$ cat src/rtl/sync_fifo_prog.sv
// Single-clock FIFO with occupancy count, programmable almost-full/almost-empty
// thresholds and sticky overflow/underflow flags. Define SYNC_FIFO_FWFT_EN for first-word-fall-through reads.
module sync_fifo_prog #(
  parameter int DW        = 4,
  parameter int AW        = 4,
  parameter int AFULL_TH  = 14,
  parameter int AEMPTY_TH = 2
) (
  input  logic          clk,
  input  logic          resetn,
  input  logic          winc,
  input  logic [DW-1:0] wdata,
  input  logic          rinc,
  output logic [DW-1:0] rdata,
  output logic          full,
  output logic          empty,
  output logic          almost_full,
  output logic          almost_empty,
  output logic [AW:0]   count,
  output logic          overflow,
  output logic          underflow,
  input  logic          clr_err
);

  localparam int          DEPTH = 1 << AW;
  localparam logic [AW:0] DEPTH_C = (AW+1)'(DEPTH);
  localparam logic [AW:0] AF_C    = (AW+1)'(AFULL_TH);
  localparam logic [AW:0] AE_C    = (AW+1)'(AEMPTY_TH);

  if (AEMPTY_TH < 0 || AEMPTY_TH >= AFULL_TH || AFULL_TH > DEPTH) begin : g_bad_th
    $error("sync_fifo_prog: need 0 <= AEMPTY_TH < AFULL_TH <= 2**AW");
  end

  logic [DW-1:0] mem [DEPTH];
  logic [AW:0]   wptr, rptr, nwptr, nrptr, ncount;
  logic          wr_ok, rd_ok;

  assign wr_ok  = winc & ~full;
  assign rd_ok  = rinc & ~empty;
  assign nwptr  = wptr + (AW+1)'(wr_ok);
  assign nrptr  = rptr + (AW+1)'(rd_ok);
  // Wrap bit makes the modulo difference span 0..DEPTH exactly.
  assign ncount = nwptr - nrptr;

  always_ff @(posedge clk) begin
    if (wr_ok) mem[wptr[AW-1:0]] <= wdata;
  end

  // Flags come from next-state pointers so they are exact one edge later.
  always_ff @(posedge clk or negedge resetn) begin
    if (!resetn) begin
      wptr         <= '0;
      rptr         <= '0;
      count        <= '0;
      full         <= 1'b0;
      empty        <= 1'b1;
      almost_full  <= 1'b0;
      almost_empty <= 1'b1;
      overflow     <= 1'b0;
      underflow    <= 1'b0;
    end else begin
      wptr         <= nwptr;
      rptr         <= nrptr;
      count        <= ncount;
      full         <= (ncount == DEPTH_C);
      empty        <= (ncount == '0);
      almost_full  <= (ncount >= AF_C);
      almost_empty <= (ncount <= AE_C);
      overflow     <= (winc & full)  | (overflow  & ~clr_err);
      underflow    <= (rinc & empty) | (underflow & ~clr_err);
    end
  end

`ifdef SYNC_FIFO_FWFT_EN
  assign rdata = mem[rptr[AW-1:0]];
`else
  always_ff @(posedge clk or negedge resetn) begin
    if (!resetn)    rdata <= '0;
    else if (rd_ok) rdata <= mem[rptr[AW-1:0]];
  end
`endif

endmodule

$ cat config.mk
export PLATFORM = sky130hd
export DESIGN_NAME = sync_fifo_prog
export DESIGN_NICKNAME = d
export VERILOG_FILES = /design/src/rtl/sync_fifo_prog.sv
export SDC_FILE = /design/constraint.sdc
export NUM_CORES = 1
export LEC_CHECK = 0
export ABC_AREA = 1
export CORE_MARGIN = 2
export CORE_UTILIZATION = 35
export CTS_BUF_LIST = sky130_fd_sc_hd__clkbuf_16
export CTS_CLUSTER_SIZE = 16
export DETAILED_ROUTE_END_ITERATION = 8
export GPL_ROUTABILITY_DRIVEN = 0
export PLACE_DENSITY = 0.59
export SLEW_MARGIN = 20
export SYNTH_ARGS = -nofsm -noshare
export SYNTH_HDL_FRONTEND = slang
export SYNTH_SLANG_ARGS = --single-unit
export TNS_END_PERCENT = 10
$ cat constraint.sdc
create_clock -name clk -period 2.4 [get_ports clk]
set_input_delay 0.48 -clock clk [delete_from_list [all_inputs] [get_ports clk]]
set_output_delay 0.48 -clock clk [all_outputs]
set_load 0.01 [all_outputs]
==> flow_summary.yaml <==
sta:
  fin_crit_sh_pct: 94.86
  finClkSkew_ns: 0.006680
  slew_headroom_pct: 57.79
  finalMaxSlewViolations: 0
  rsz0062_at_grt: "no"
  timing.final.crit_period_ns: 2.277
  tns_ns: 0
  tightest_slew_ns: 0.6311
  hold_violations: 0
  fmaxAchievable_mhz: 439.3
  setup_viol: 0
setup_path:
  reg2regPathDepth: 13
  critical_path.max_stage_delay_ns: 0.48
  cp_max_fo: 3
  start_kind: "primary input"
  worst_r2r_endpoint: "almost_full$_DFF_PN0_"
  critPathArrivalTime_ns: 2.55
  r2r_setup_slack_ns: 0.31
  path_class: "primary input to register"
  critPathBufInv: 3
  path_cells: "clkdlybuf4s50_1, inv_1, nor2_2, ha_2, ha_4, xnor2_1, ha_1, inv_1, nand2_2, nand3b_4, a21oi_1, nand2_1, nor2_1"
  r2r-start: "empty$_DFF_PN1_"
  path_common_cell: "inv_1"
  critPathTopFamily: "adder cells"
  required_ns: 2.67
  cp-end-kind: "register"
  crit_slowest_cell: "clkdlybuf4s50_1"
synth:
  synth_fp_nets: 393
  synth_area_mm2: 0.003907
  postSynthCellCount: 376
  avgSynthCellArea_um2: 10.39
  ys_ff_latch: 89
  synth_warnings: 0
  synth.distinct_cells: 27
  ys_seq_area_share_pct: 65.26
grt:
  grt_max_degree: 34
  grt-ovfl-total: 0
  grt_pass1_vias: 2623
  grt_first_pass_wirelength_um: 13350
  antenna_found_initial: 0
  grt.total_usage_pct: 15.15
clock_tree:
  cts_tree: "yes"
  cts_hold_buf: 0
  cts_sinks: 89
  cts_buffers: 9
  cts.htree.levels: 3
  clk_path_buf_depth: 2
  clkLatencyLatePin_ns: 0.34
  clk_pin_slew_ns: 0.06
  cts_root_buffer: "clkbuf_16"
detailed_routing:
  num_vias: 2701
  avgRoutedWirePerCell_um: 14.79
  drt-pass1-iter-count: 4
  route.detailed.drc: 0
  avgViaCountPerCell: 4.823
  highest_layer: "met4"
  drt_iter0_drc: 157
  ant_nets: 0
  routed_wirelength_um: 8284
  wl_met1_um: 3765
  wl_met2_um: 4021
  met3WireLength_um: 330
job:
  max_cap_viol_count: 0
hold_path:
  min_path_cells: 2
  hp-start: "rdata[3]$_DFFE_PN0N_"
  hold_path_end: "rdata[3]$_DFFE_PN0N_"
  min_path_type: "register to register"
placed_design:
  dp_hpwl_um: 5756
  portBuffers: 23
  place_area_mm2: 0.004347
cells_and_area:
  n_antenna_cell: 0
  syn_to_final_growth_pct: 22.73
  final_common_cell: "nand2_1"
  layout.nets: 432
  mostFrequentLayoutCells: "nand2_1, edfxtp_1, nor2_1"
  final_area_mm2: 0.004796
  drive_gt1_share_pct: 14.29
run_status:
  status: "complete, no violations"
floorplan:
  io_pins: 24
  fp.dieArea_mm2: 0.01203
  dieWidth_um: 109.7
  num_rows: 38
  coreArea_mm2: 0.01089
  die_y_um: 109.7
  start_util_pct: 35.89
power:
  p_leak_nw: 1.947
  cellPowerDensity_mw_per_mm2: 1426
  peakVddDrop_mv: 0.5543
-- sequential cells by signal (all words and copies together) (netlist names) --
register / cells
underflow: 1
rptr: 5
rdata: 4
full: 1
overflow: 1
empty: 1
mem: 64
almost_empty: 1
wptr: 5
count: 5
almost_full: 1
-- worst max-delay path by stage --
stage                     from               endpoint  slack [ns]  cells past startpoint
after global placement    rinc        empty$_DFF_PN1_       -0.23                     13
after global routing      rinc  almost_full$_DFF_PN0_      0.0003                     15
final                     rinc         full$_DFF_PN0_        0.12                     13
after CTS                 rinc         full$_DFF_PN0_        0.01                     13
after floorplan           rinc        empty$_DFF_PN1_        0.19                     12
after detailed placement  rinc  almost_full$_DFF_PN0_       -0.30                     15
-- layer usage --
metal  up-vias  GRT usage, %
met3        11         3.912
met2        64         23.37
met5         -             0
met1      1294         19.95
met4         0         7.233
li1       1332             -
-- Yosys cell counts --
library cell	instances	area, µm²
a21boi_0	4	30.03
a21oi_1	11	55.05
buf_2	6	30.03
buf_6	1	11.26
buf_8	1	15.01
clkbuf_1	2	7.510
dfrtp_1	23	575.6
dfstp_2	2	52.55
edfxtp_1	64	1922
ha_1	8	100.1
inv_1	26	97.59
inv_2	2	7.510
inv_4	1	6.260
nand2_1	125	469.2
nand2_2	6	37.54
nand2_4	3	33.78
nand3_1	29	145.1
nand3_2	1	10.01
nand3b_2	1	11.26
nand4_1	2	12.51
nor2_1	36	135.1
nor2_4	1	11.26
o211ai_1	4	30.03
o21ai_0	10	50.05
o22ai_1	4	25.02
xnor2_1	1	8.760
xor2_1	2	17.52
-- cell families (layout without fill, tap and decap cells) --
| kind of cell | Yosys count | after routing | share of synthesized area [%] |
|---|---|---|---|
| fa+ha+maj | 8 | 8 | 2.562 |
| flops | 89 | 89 | 65.26 |
| xor+xnor | 3 | 3 | 0.6726 |
| compound gates | 33 | 33 | 4.867 |
| buf+inv | 39 | 83 | 4.483 |
| simple gates | 204 | 204 | 22.16 |
-- through the flow --
| stage | power, mW | hold slack [ns] | utilization (%) | instances | worst slack, ns |
|---|---|---|---|---|---|
| after floorplan | 4.048 | 0.1844 | - | 376 | 0.1935 |
| after global placement | 4.936 | 0.4802 | 39.92 | 542 | -0.2322 |
| after detailed placement | 4.981 | 0.4730 | 39.92 | 542 | -0.3013 |
| after CTS | 6.628 | 0.4901 | 43.14 | 558 | 0.01393 |
| after global routing | 7.330 | 0.5126 | 44.05 | 560 | 0.0003295 |
| final | 6.837 | 0.4853 | 44.05 | 560 | 0.1234 |
-- power breakdown --
part,internal (mW),total [mW],leakage [nW],switching [mW]
clock,1.03,1.61,0.164,0.582
combinational,1.24,3.07,0.905,1.83
sequential,1.97,2.16,0.878,0.186
total,4.24,6.84,1.95,2.60
-- worst min-delay path: cells and delay by family (launching register included) --
family        cells  cell delay (ns)
simple gates      2             0.10
flops             1             0.35
-- cell type report --
type	count	area (µm²)
multi-input cells	248	1254
flip-flops and latches	89	2550
well taps	140	175.2
clock inverters	7	125.1
repair buffers	38	355.3
clock buffers	9	225.2
inverters	29	111.4
fillers	968	6092
-- timing repair --
action                                  4_1_cts  5_1_grt
endpoints found under the setup margin        0        5
gates resized for setup                       0       13
hold endpoints to repair                      0        0
setup buffers                                 0        2
No activity file was read; power rests on OpenSTA's default activity.
